--- src/rtl/idma_stream_id_tracker_pkg.sv ---
// ============================================================================
// Module   : idma_stream_id_tracker_pkg
// Purpose  : Shared helpers for the per-stream transfer-ID tracker.
// Revision : 1.0 - initial release
// ============================================================================
`default_nettype none

package idma_stream_id_tracker_pkg;

  localparam int unsigned MaxStreams = 16;

  // Index width that stays at least one bit wide for a single-entry range.
  function automatic int unsigned idx_width(input int unsigned num);
    return (num > 1) ? $clog2(num) : 1;
  endfunction

endpackage

`default_nettype wire

--- src/rtl/idma_stream_id_tracker_fifo.sv ---
// ============================================================================
// Module   : idma_stream_id_tracker_fifo
// Purpose  : Registered-output in-order FIFO with active-low async reset.
// Revision : 1.0 - initial release
// ============================================================================
`default_nettype none

module idma_stream_id_tracker_fifo #(
  parameter int unsigned DATA_WIDTH = 1,
  parameter int unsigned DEPTH      = 8
) (
  input  logic                  clk_i,
  input  logic                  rst_ni,
  input  logic                  flush_i,
  input  logic                  push_i,
  input  logic [DATA_WIDTH-1:0] data_i,
  input  logic                  pop_i,
  output logic [DATA_WIDTH-1:0] data_o,
  output logic                  full_o,
  output logic                  empty_o
);

  localparam int unsigned AddrWidth = (DEPTH > 1) ? $clog2(DEPTH) : 1;
  localparam int unsigned CntWidth  = $clog2(DEPTH + 1);
  localparam logic [AddrWidth-1:0] LastAddr = AddrWidth'(DEPTH - 1);

  logic [DATA_WIDTH-1:0] mem_q [DEPTH];
  logic [AddrWidth-1:0]  wr_ptr_q, rd_ptr_q;
  logic [CntWidth-1:0]   cnt_q;
  logic                  push_ok, pop_ok;

  assign full_o  = (cnt_q == CntWidth'(DEPTH));
  assign empty_o = (cnt_q == '0);
  assign push_ok = push_i & ~full_o;
  assign pop_ok  = pop_i & ~empty_o;
  assign data_o  = mem_q[rd_ptr_q];

  // Storage carries no reset; validity is tracked solely by cnt_q.
  always_ff @(posedge clk_i) begin
    if (push_ok) mem_q[wr_ptr_q] <= data_i;
  end

  always_ff @(posedge clk_i or negedge rst_ni) begin
    if (!rst_ni) begin
      wr_ptr_q <= '0;
      rd_ptr_q <= '0;
      cnt_q    <= '0;
    end else if (flush_i) begin
      wr_ptr_q <= '0;
      rd_ptr_q <= '0;
      cnt_q    <= '0;
    end else begin
      if (push_ok) wr_ptr_q <= (wr_ptr_q == LastAddr) ? '0 : wr_ptr_q + AddrWidth'(1);
      if (pop_ok)  rd_ptr_q <= (rd_ptr_q == LastAddr) ? '0 : rd_ptr_q + AddrWidth'(1);
      case ({push_ok, pop_ok})
        2'b10:   cnt_q <= cnt_q + CntWidth'(1);
        2'b01:   cnt_q <= cnt_q - CntWidth'(1);
        default: cnt_q <= cnt_q;
      endcase
    end
  end

endmodule

`default_nettype wire

--- src/rtl/idma_stream_id_tracker.sv ---
// ============================================================================
// Module   : idma_stream_id_tracker
// Purpose  : Per-stream transfer-ID issuer and in-order completion tracker.
//            Optional sticky error flag: IDMA_STREAM_ID_TRACKER_ERR_EN.
// Revision : 1.0 - initial release
// ============================================================================
`default_nettype none

module idma_stream_id_tracker
  import idma_stream_id_tracker_pkg::*;
#(
  parameter int unsigned NumStreams     = 1,
  parameter int unsigned IdCounterWidth = 32,
  parameter int unsigned MaxOutstanding = 8,
  parameter int unsigned StreamWidth    = idx_width(NumStreams),
  parameter int unsigned OutCntWidth    = $clog2(MaxOutstanding + 1),
  parameter type         dma_req_t      = logic
) (
  input  logic                                 clk_i,
  input  logic                                 rst_i,
  input  dma_req_t                             req_i,
  input  logic                                 req_valid_i,
  output logic                                 req_ready_o,
  input  logic [StreamWidth-1:0]               stream_idx_i,
  output logic [IdCounterWidth-1:0]            next_id_o,
  output dma_req_t                             req_o,
  output logic                                 req_valid_o,
  input  logic                                 req_ready_i,
  input  logic                                 rsp_valid_i,
  output logic                                 rsp_ready_o,
  output logic [NumStreams*IdCounterWidth-1:0] done_id_o,
  output logic [NumStreams-1:0]                busy_o,
  output logic                                 err_o
);

  typedef logic [StreamWidth-1:0]    stream_t;
  typedef logic [IdCounterWidth-1:0] cnt_width_t;
  typedef logic [OutCntWidth-1:0]    out_cnt_t;

  localparam stream_t LastStream = stream_t'(NumStreams - 1);

  cnt_width_t issue_cnt_q [NumStreams];
  cnt_width_t issue_cnt_d [NumStreams];
  cnt_width_t done_id_q   [NumStreams];
  cnt_width_t done_id_d   [NumStreams];
  out_cnt_t   out_cnt_q   [NumStreams];
  out_cnt_t   out_cnt_d   [NumStreams];

  stream_t stream_sel, fifo_head;
  logic    fifo_full, fifo_empty, accept, complete;

  // Out-of-range requests are still forwarded but accounted to the last stream.
  assign stream_sel  = (stream_idx_i > LastStream) ? LastStream : stream_idx_i;

  assign req_o       = req_i;
  assign req_valid_o = req_valid_i & ~fifo_full & ~rst_i;
  assign req_ready_o = req_ready_i & ~fifo_full;
  assign rsp_ready_o = 1'b1;
  assign accept      = req_valid_i & req_ready_o;
  assign complete    = rsp_valid_i & ~fifo_empty;
  assign next_id_o   = issue_cnt_q[stream_sel];

  idma_stream_id_tracker_fifo #(
    .DATA_WIDTH (StreamWidth),
    .DEPTH      (MaxOutstanding)
  ) i_fifo (
    .clk_i   (clk_i),
    .rst_ni  (~rst_i),
    .flush_i (1'b0),
    .push_i  (accept),
    .data_i  (stream_sel),
    .pop_i   (complete),
    .data_o  (fifo_head),
    .full_o  (fifo_full),
    .empty_o (fifo_empty)
  );

  always_comb begin
    issue_cnt_d = issue_cnt_q;
    done_id_d   = done_id_q;
    out_cnt_d   = out_cnt_q;
    if (accept)   issue_cnt_d[stream_sel] = issue_cnt_q[stream_sel] + cnt_width_t'(1);
    if (complete) done_id_d[fifo_head]    = done_id_q[fifo_head] + cnt_width_t'(1);
    for (int k = 0; k < NumStreams; k++) begin
      // A matching issue and retire in one cycle leave the count untouched.
      case ({accept && (stream_sel == stream_t'(k)), complete && (fifo_head == stream_t'(k))})
        2'b10:   out_cnt_d[k] = out_cnt_q[k] + out_cnt_t'(1);
        2'b01:   out_cnt_d[k] = out_cnt_q[k] - out_cnt_t'(1);
        default: out_cnt_d[k] = out_cnt_q[k];
      endcase
    end
  end

  always_ff @(posedge clk_i or posedge rst_i) begin
    if (rst_i) begin
      for (int k = 0; k < NumStreams; k++) begin
        issue_cnt_q[k] <= cnt_width_t'(1);
        done_id_q[k]   <= '0;
        out_cnt_q[k]   <= '0;
      end
    end else begin
      issue_cnt_q <= issue_cnt_d;
      done_id_q   <= done_id_d;
      out_cnt_q   <= out_cnt_d;
    end
  end

  for (genvar g = 0; g < NumStreams; g++) begin : g_stream
    assign done_id_o[g*IdCounterWidth +: IdCounterWidth] = done_id_q[g];
    assign busy_o[g] = (out_cnt_q[g] != '0);
  end

`ifdef IDMA_STREAM_ID_TRACKER_ERR_EN
  logic err_q;

  always_ff @(posedge clk_i or posedge rst_i) begin
    if (rst_i) begin
      err_q <= 1'b0;
    end else if (rsp_valid_i && fifo_empty) begin
      err_q <= 1'b1;
    end
  end

  assign err_o = err_q;
`else
  assign err_o = 1'b0;
`endif

endmodule

`default_nettype wire

--- config.mk ---
export PLATFORM = sky130hd
export DESIGN_NAME = idma_stream_id_tracker
export DESIGN_NICKNAME = d
export VERILOG_FILES = /design/src/rtl/idma_stream_id_tracker_pkg.sv /design/src/rtl/idma_stream_id_tracker_fifo.sv /design/src/rtl/idma_stream_id_tracker.sv
export SDC_FILE = /design/constraint.sdc
export NUM_CORES = 1
export LEC_CHECK = 0
export ABC_AREA = 1
export CAP_MARGIN = 20
export CORE_MARGIN = 1
export CORE_UTILIZATION = 23
export DETAILED_ROUTE_END_ITERATION = 10
export HOLD_SLACK_MARGIN = 0.06
export PLACE_DENSITY_LB_ADDON = 0.1
export SETUP_SLACK_MARGIN = 0.2
export SLEW_MARGIN = 25
export SYNTH_ARGS = -nofsm -noshare
export SYNTH_HDL_FRONTEND = slang
export SYNTH_HIERARCHICAL = 1
export SYNTH_SLANG_ARGS = --single-unit
--- constraint.sdc ---
create_clock -name clk_i -period 3.4 [get_ports clk_i]
set_clock_uncertainty 0.1 [all_clocks]
set_input_delay 0.85 -clock clk_i [delete_from_list [all_inputs] [get_ports clk_i]]
set_output_delay 0.85 -clock clk_i [all_outputs]
set_load 0.02 [all_outputs]
=== After elaboration in Yosys (flattened, before gate mapping) ===
Memory sizes are Yosys's and may differ from the RTL's.
Cells that the tools add are included.

* Memory bits (writable): 8
* Memories kept: 1
* Bits of input ports: 7
* Logic and storage cells: 60
* Register bits after elaboration: 78
* Output and inout port bits: 70

{| class="wikitable"
|+ Memories
! name !! depth !! bits a word !! read ports !! clocked after Yosys merged registers in !! wr ports !! RTL line !! RTL
|-
| i_fifo.mem_q || 8 || 1 || 1 || 0 || 1 || idma_stream_id_tracker_fifo.sv:27 || <nowiki>logic [DATA_WIDTH-1:0] mem_q [DEPTH];</nowiki>
|}

* Reduce and logical (&&, ||, !) cells: 8
* Add/subtract/negate cells: 8
* Bitwise logic cells: 12
* Muxes and demuxes: 13
* Order comparisons: 5
* Equal/unequal tests: 7

{| class="wikitable"
|+ Operator list
! operator !! number
|-
| two-way mux 32 bit || 4
|-
| adder 32 x 1 -> 32 bit (second input constant) || 2
|-
| bitwise mux 32 bit || 2
|-
| case mux 4 bit (2 select lines) || 2
|-
| adder 4 x 1 -> 4 bit (second input constant) || 2
|-
| subtractor 4 x 1 -> 4 bit (second input constant) || 2
|-
| AND 1 bit || 7
|-
| adder 3 x 1 -> 3 bit (second input constant) || 2
|-
| equality test 3 bit (second input constant) || 2
|-
| two-way mux 3 bit || 2
|-
| NOT 1 bit || 5
|-
| equality test 2 x 1 -> 1 bit (second input constant) || 2
|-
| equality test 2 bit (second input constant) || 2
|-
| equality test 4 bit (second input constant) || 1
|-
| logical AND 1 bit || 4
|-
| zero test 4 bit || 1
|-
| nonzero test 2 bit || 2
|-
| nonzero test 4 bit || 1
|-
| two-way mux 1 bit || 3
|-
| >= comparator 1 bit (second input constant) || 2
|-
| less-than comparator 1 bit (second input constant) || 2
|-
| > comparator 1 bit (second input constant) || 1
|}

=== Longest topological paths before layout ===
Gate-level depths: netlist (run 1).

* Word-level depth: 7
* Gate-level depth with buffers: 18
* Gate-level depth less buffers: 18

=== By module ===
The synthesis (run 1) kept the hierarchy.

{| class="wikitable"
|+ By module, submodules not included
! module !! cells each !! times used !! area each (sq um) !! seq. area each (sq um)
|-
| idma_stream_id_tracker || 518 || 1 || 4025.1 || 1702.9
|-
| idma_stream_id_tracker_fifo || 124 || 1 || 1039.7 || 490.5
|}

=== Worst setup path before layout (run 1) ===
No wires, ideal clock.

* Path type: input to register
* From: input port rsp_valid_i
* To: register out_cnt_q[2] (netlist bit)
* Cell stages on the path: 11
* Required time: 3172 ps
* Buffers on the path: 1
* Arrival time: 2069 ps
* Setup slack: 1102 ps
* Cell sequence: nand2_1 -> nor2_2 -> buf_6 -> ha_1 -> inv_1 -> nand2_1 -> nand2_1 -> ha_1 -> a21oi_1 -> xor2_1 -> o21ai_0

* Cells in the longest elaborated chain, start to end: 4

{| class="wikitable"
|+ Ends and longest elaborated chain
! item !! RTL line !! RTL
|-
| start: declaration || idma_stream_id_tracker.sv:29 || <nowiki>input logic rsp_valid_i,</nowiki>
|-
| AND 1 bit (*) || idma_stream_id_tracker.sv:60 || <nowiki>assign complete = rsp_valid_i & ~fifo_empty;</nowiki>
|-
| logical AND 1 bit (*) || idma_stream_id_tracker.sv:86 || <nowiki>case ({accept && (stream_sel == stream_t'(k)), complete && (fifo_head == stream_t'(k))})</nowiki>
|-
| equality test 2 x 1 -> 1 bit or equality test 2 bit (tied branches) || idma_stream_id_tracker.sv:86 ||
|-
| case mux 4 bit (2 select lines) or nonzero test 2 bit (tied branches) || -- ||
|-
| end signal: assignment || idma_stream_id_tracker.sv:104 || <nowiki>out_cnt_q <= out_cnt_d;</nowiki>
|-
| end: declaration || idma_stream_id_tracker.sv:46 || <nowiki>out_cnt_t out_cnt_q [NumStreams];</nowiki>
|}

Every way passes the cells marked *; elsewhere a longest branch is shown, timed or not.
A chain may end at the register's enable or synchronous reset.

=== Worst setup path in the final report (run 1) ===
* From: input port req_valid_i
* To: output port req_valid_o

* Cells in the longest elaborated chain, start to end: 2

{| class="wikitable"
|+ Ends and longest elaborated chain
! item !! RTL line !! RTL
|-
| start: declaration || idma_stream_id_tracker.sv:22 || <nowiki>input logic req_valid_i,</nowiki>
|-
| AND 1 bit (2 in a row) || idma_stream_id_tracker.sv:56 || <nowiki>assign req_valid_o = req_valid_i & ~fifo_full & ~rst_i;</nowiki>
|-
| end: declaration || idma_stream_id_tracker.sv:27 || <nowiki>output logic req_valid_o,</nowiki>
|}

Every way passes these cells.

==> results of run 1 <==
-- flip-flops by register name (all words and copies together) (netlist names) --
| signal | cells |
|---|---|
| done_id_o | 32 |
| issue_cnt_q | 32 |
| i_fifo/mem_q | 8 |
| i_fifo/cnt_q | 4 |
| out_cnt_q | 4 |
| i_fifo/rd_ptr_q | 3 |
| i_fifo/wr_ptr_q | 3 |
-- final timing paths --
| check | from | end | slack (ns) | cells after the start |
|---|---|---|---|---|
| max | req_valid_i | req_valid_o | 0.33 | 4 |
| min | done_id_o[31] | done_id_o[31] | 0.39 | 2 |
| max reg2reg | i_fifo/cnt_q[0] | out_cnt_q[2] | 0.90 | 14 |
| min reg2reg | done_id_o[31] | done_id_o[31] | 0.39 | 2 |
| max in group asynchronous | rst_i | done_id_o[31] | 1.64 | 3 |
| min in group asynchronous | rst_i | issue_cnt_q[23] | 0.76 | 2 |
-- metal layers --
layer / up-vias / part of all wire / wire (um) / global-route usage
met3: 15 / 0.026 / 327 / 0.0179
met4: 0 / 0.019 / 243 / 0.0540
met2: 61 / 0.45 / 5780 / 0.192
met1: 1912 / 0.50 / 6420 / 0.164
met5: - / 0 / 0 / 0
li1: 2190 / - / - / -
-- worst min-delay path: cells and delay by family (launching register included) --
| family | cells | cell delay [ns] |
|---|---|---|
| and+or+nand+nor | 2 | 0.11 |
| DFF | 1 | 0.36 |
-- report_power, final --
part	internal [mW]	switching [mW]	leakage, nW
Clock	0.685	0.454	0.162
Combinational	0.335	0.503	1.73
Sequential	1.15	0.151	1.11
-- per-stage QoR --
| step | instances | area (um2) | worst slack (ns) |
|---|---|---|---|
| 2_1_floorplan | 652 | 5100 | 0.457 |
| 3_3_place_gp | 998 | 6150 | 0.319 |
| 3_5_place_dp | 998 | 6150 | 0.314 |
| 4_1_cts | 1014 | 6490 | 0.313 |
| 5_1_grt | 1014 | 6490 | 0.269 |
| 6_report | 1014 | 6490 | 0.326 |
-- kinds of logic after synthesis --
family	Yosys count	share of synthesized area
buffers and inverters	100	0.0778
AO/OA/AOI/OAI	26	0.0294
flip-flops	86	0.433
XOR/XNOR	35	0.0605
other	2	0.00148
adder cells (fa/ha/maj)	11	0.0272
AND/OR/NAND/NOR	382	0.371
-- cell usage in the layout (no fill, tap or decap), drive strengths merged, types with 17 or more instances in the layout --
master	Yosys	layout
xnor2	18	18
clkdlybuf4s50	0	71
o21ai	20	20
nand3	45	45
nor2	95	95
nand4	25	25
inv	95	94
dfrtp	77	77
nand2	196	196
xor2	17	17
-- layout make-up --
type / instances / area, um2
multi-input cells: 466 / 2510
well taps: 275 / 344
repair buffers: 75 / 741
clock inverters: 5 / 81.3
fillers: 2255 / 14800
inverters: 96 / 362
clock buffers: 11 / 253
flip-flops and latches: 86 / 2190
==> metrics.txt, run 1 <==
antenna violations before repair=0; Final period util=0.904; max cap viols=0; mapped cell area=5060 um2; die footprint=22600 um2; pin count of the biggest net entering global routing=32; post-DP HPWL=9.84 mm; most common cell in the netlist=nand2_1; setup TNS=0 ns; first-pass GRT wire length=21.1 mm; cts bufs inserted=9; ANT nets after route=0; largest area contributor in the netlist=dfrtp_1; top cells by count, synth=nand2_1 (184), inv_1 (88), dfrtp_1 (77); critical path data required time=2.45 ns; Post-Syn Instances=642; number of synthesized register bits=86; die height=150 um; Overflow after GRT=0; core area=21300 um2; hold slack=0.387 ns; clock-pin slew on the worst setup and hold paths=0.07 ns; row cnt=53; Hold Violations, Final=0; slowest CP cell=clkdlybuf4s50_1; CP max stage delay=0.60 ns; Critical Path Start Type=primary input; Resize count post-CTS=0; vias in the first global route=4093; DRC Markers=0; post-route core utilization=0.305; worst-case clock buffer depth=2; Crit. End Element=output pin; ratio of total power to cell area=505 nW/um2; Total GRT Usage=0.122; Clock H-tree levels=3; Vias/cell=4.12; crit path cell chain=clkdlybuf4s50_1, nand2_1, nor2_1, clkdlybuf4s50_1; post-layout net count=752; Worst EP arrival=2.12 ns; synth unique cells=36; most common flop cell mapped by yosys=dfrtp_1; Post-synth EDFFs=8; vias=4178; status=finished clean; Pwr Total=3.28 mW; register area share after synthesis=0.433; routed wire length=12.8 mm; min Tclk post-route=3.07 ns; fin. max-slew vios=0; io pins=77; Max FO, Critical Path=2; Mean Syn Cell Area=7.89 um2; PortBufs=71; CP most frequent cell=clkdlybuf4s50_1; Area Growth Syn to Fin=28.1%; Final Setup Violations=0; Ant. Diodes=0; f_max=325 MHz; Die Width=150 um; hold buffers post-CTS=0; Final GP Congestion=0.762; starting density of the core=0.238; asr flop ratio synth=0.907; Iter 0 DRT Violations=210; DR WL/cell=12.6 um; synth top area cells=dfrtp_1 (38%), nand2_1 (14%), inv_1 (6.5%); Root Buffer=clkbuf_16; RSZ-0062 raised after global routing=false; VDD IR-drop max=0.236 mV; DR pass1 iterations=4; Hold Path Class=flop to flop; post-CTS setup buffers=0; share of cells above drive strength 1=0.101; worst skew pair latency=0.35 ns; CP top delay family=buffers and inverters; CTS sink cnt=86; synth warn=6; TritonCTS clock tree=done; Setup Crit Path Kind=primary input to output pin; leak pwr=3.00 nW; post-synth top area share=0.380; Buf+Inv Stages, Crit Path=2
(Power assumes the default switching activity.)
==> run 2, diff against run 1 <==
CORE_UTILIZATION = 43   (was 23)
SKIP_LAST_GASP = 1   (was not set)
==> run 2 against run 1 <==
Count of clock-buffer cells in the layout rose by 3. Largest power group unchanged. Hold slack improved by 0.0075 ns. Via count is 1.8% higher. Critical endpoint is now req_ready_o. Critical path type unchanged. Maximum frequency increased by 0.19%. Flip-flop and latch count unchanged. Clock power shrank 20%.
==> metrics.txt, run 2 (synthesis gave the netlist of run 1 again) <==
status=finished clean; Total GRT Usage=0.189 (+0.0669); Fillers=1100 (-51%); fin area=6250 um2 (-3.7%); max cap viols=0 (unchanged); Area Growth Syn to Fin=23.4%; pin count of the biggest net entering global routing=41 (+28%); Setup Crit Path Kind=primary input to output pin; leading cell type in the layout, fill and taps excluded=nand2_1; Flop pwr share=0.427 (+0.030); ratio of total power to cell area=485 nW/um2 (-3.9%); Final period util=0.902 (-0.00170); Slew headroom=0.507; most frequent cells in the layout=nand2_1 (184), inv_1 (87), dfrtp_1 (77); die height=111 um (-27%); die footprint=12200 um2 (-46%); Pwr Total=3.03 mW (-7.4%); DR WL/cell=12.6 um (+0.12%); routed wire length=11.1 mm (-13%); post-route core utilization=0.545 (+0.240); hold buffers post-CTS=0 (unchanged); NetSw=1.04 mW (-6.4%); Clock H-tree levels=3 (unchanged); R2R depth=16 (+2); Post-Layout Cell Count=880 (-13%); Root Buffer=clkbuf_16; Hold Path Class=flop to flop; vias in the first global route=3937 (-3.8%); first-pass GRT wire length=18.7 mm (-11%); min Tclk post-route=3.07 ns (-0.00579 ns); ANT nets after route=0 (unchanged); Iter 0 DRT Violations=223 (+6.2%); setup TNS=0 ns (unchanged); core area=11500 um2 (-46%); TritonCTS clock tree=done; worst-case clock buffer depth=2 (unchanged); combinational power share=0.272 (+0.016); Resize count post-CTS=0 (unchanged); cts bufs inserted=9 (unchanged); Clock power frac=0.301 (-0.047); critical path data required time=2.45 ns (about the same); Ant. Diodes=0 (unchanged); VDD IR-drop max=0.301 mV (+28%); clock-pin slew on the worst setup and hold paths=0.06 ns (about the same); fin. max-slew vios=0 (unchanged); DRC Markers=0 (unchanged); Die Width=111 um (-27%); Critical Path Start Type=primary input; post-CTS setup buffers=0 (unchanged); io pins=77 (unchanged); Final Setup Violations=0 (unchanged); switching part of the total power=0.341 (+0.00356); Overflow after GRT=0 (unchanged); placed cell areas=5990 um2 (-2.7%); row cnt=39 (-26%); post-DP HPWL=8.38 mm (-15%); share of cells above drive strength 1=0.0936 (-0.00787); Vias/cell=4.83 (+17%); post-layout net count=750 (-0.27%); antenna violations before repair=0 (unchanged); DR pass1 iterations=5 (+1); Hold Violations, Final=0 (unchanged); Crit. End Element=output pin; placed cells=864 (-13%); worst skew pair latency=0.35 ns (about the same); vias=4253 (+1.8%); Int Power=2.00 mW (-7.9%); f_max=326 MHz (+0.19%); Tightest Pin Transition=0.739 ns; Worst EP arrival=2.12 ns (about the same); CTS sink cnt=86 (unchanged); leak pwr=2.97 nW (-1.2%); hold path cells=2 (unchanged); Final GP Congestion=0.828 (+8.7%); Max FO, Critical Path=2 (unchanged); starting density of the core=0.442 (+0.204); PortBufs=71 (unchanged); RSZ-0062 raised after global routing=false
## run 2: worst paths after layout
kind	to	start	slack (ns)
max	req_ready_o	req_ready_i	0.33
min	done_id_o[31]	done_id_o[31]	0.39
max in group asynchronous	done_id_o[19]	rst_i	1.68
min in group asynchronous	issue_cnt_q[22]	rst_i	0.86
min reg2reg	done_id_o[31]	done_id_o[31]	0.39
max reg2reg	i_fifo/cnt_q[3]	i_fifo/cnt_q[0]	0.96
## run 2: power by group through the flow
| stage | sequential [mW] | clock [mW] | combinational, mW |
|---|---|---|---|
| finish | 1.30 | 0.913 | 0.826 |
| global route | 1.31 | 0.977 | 0.927 |
| CTS | 1.30 | 0.944 | 0.837 |
| detailed placement | 1.32 | 0 | 0.833 |
| global placement | 1.31 | 0 | 0.814 |
| floorplan | 1.35 | 0 | 0.531 |
## run 2: critical path, cell delays in order
cell and delay [ns]:
clkdlybuf4s50_1 0.52, inv_1 0.05, nor2_1 0.08, clkdlybuf4s50_1 0.61
## run 2: layout make-up
| cell class | instances | area, um2 | share of cell area |
|---|---|---|---|
| clock inverter | 2 | 10.0 | 0.00160 |
| clock buffer | 14 | 254 | 0.0406 |
| timing repair buffer | 73 | 738 | 0.118 |
| tap | 143 | 179 | 0.0286 |
| inverter | 96 | 362 | 0.0578 |
| sequential | 86 | 2190 | 0.351 |
| multi-input combinational | 466 | 2510 | 0.402 |
## run 2: through the flow
step,setup slack [ns],hold WS [ns]
after CTS,0.321,0.401
after floorplan,0.457,0.389
after global placement,0.323,0.369
after global routing,0.268,0.431
after detailed placement,0.334,0.385
final,0.332,0.395
## run 2: routing by layer
metal  wire [um]  vias up  global-route usage  part of all wire
li1            -     2186                   -                 -
met4         122        0              0.0533             0.011
met3         441        8              0.0510             0.040
met2        5160       78               0.299              0.46
met1        5380     1981               0.252              0.48
met5           0        -                   0                 0
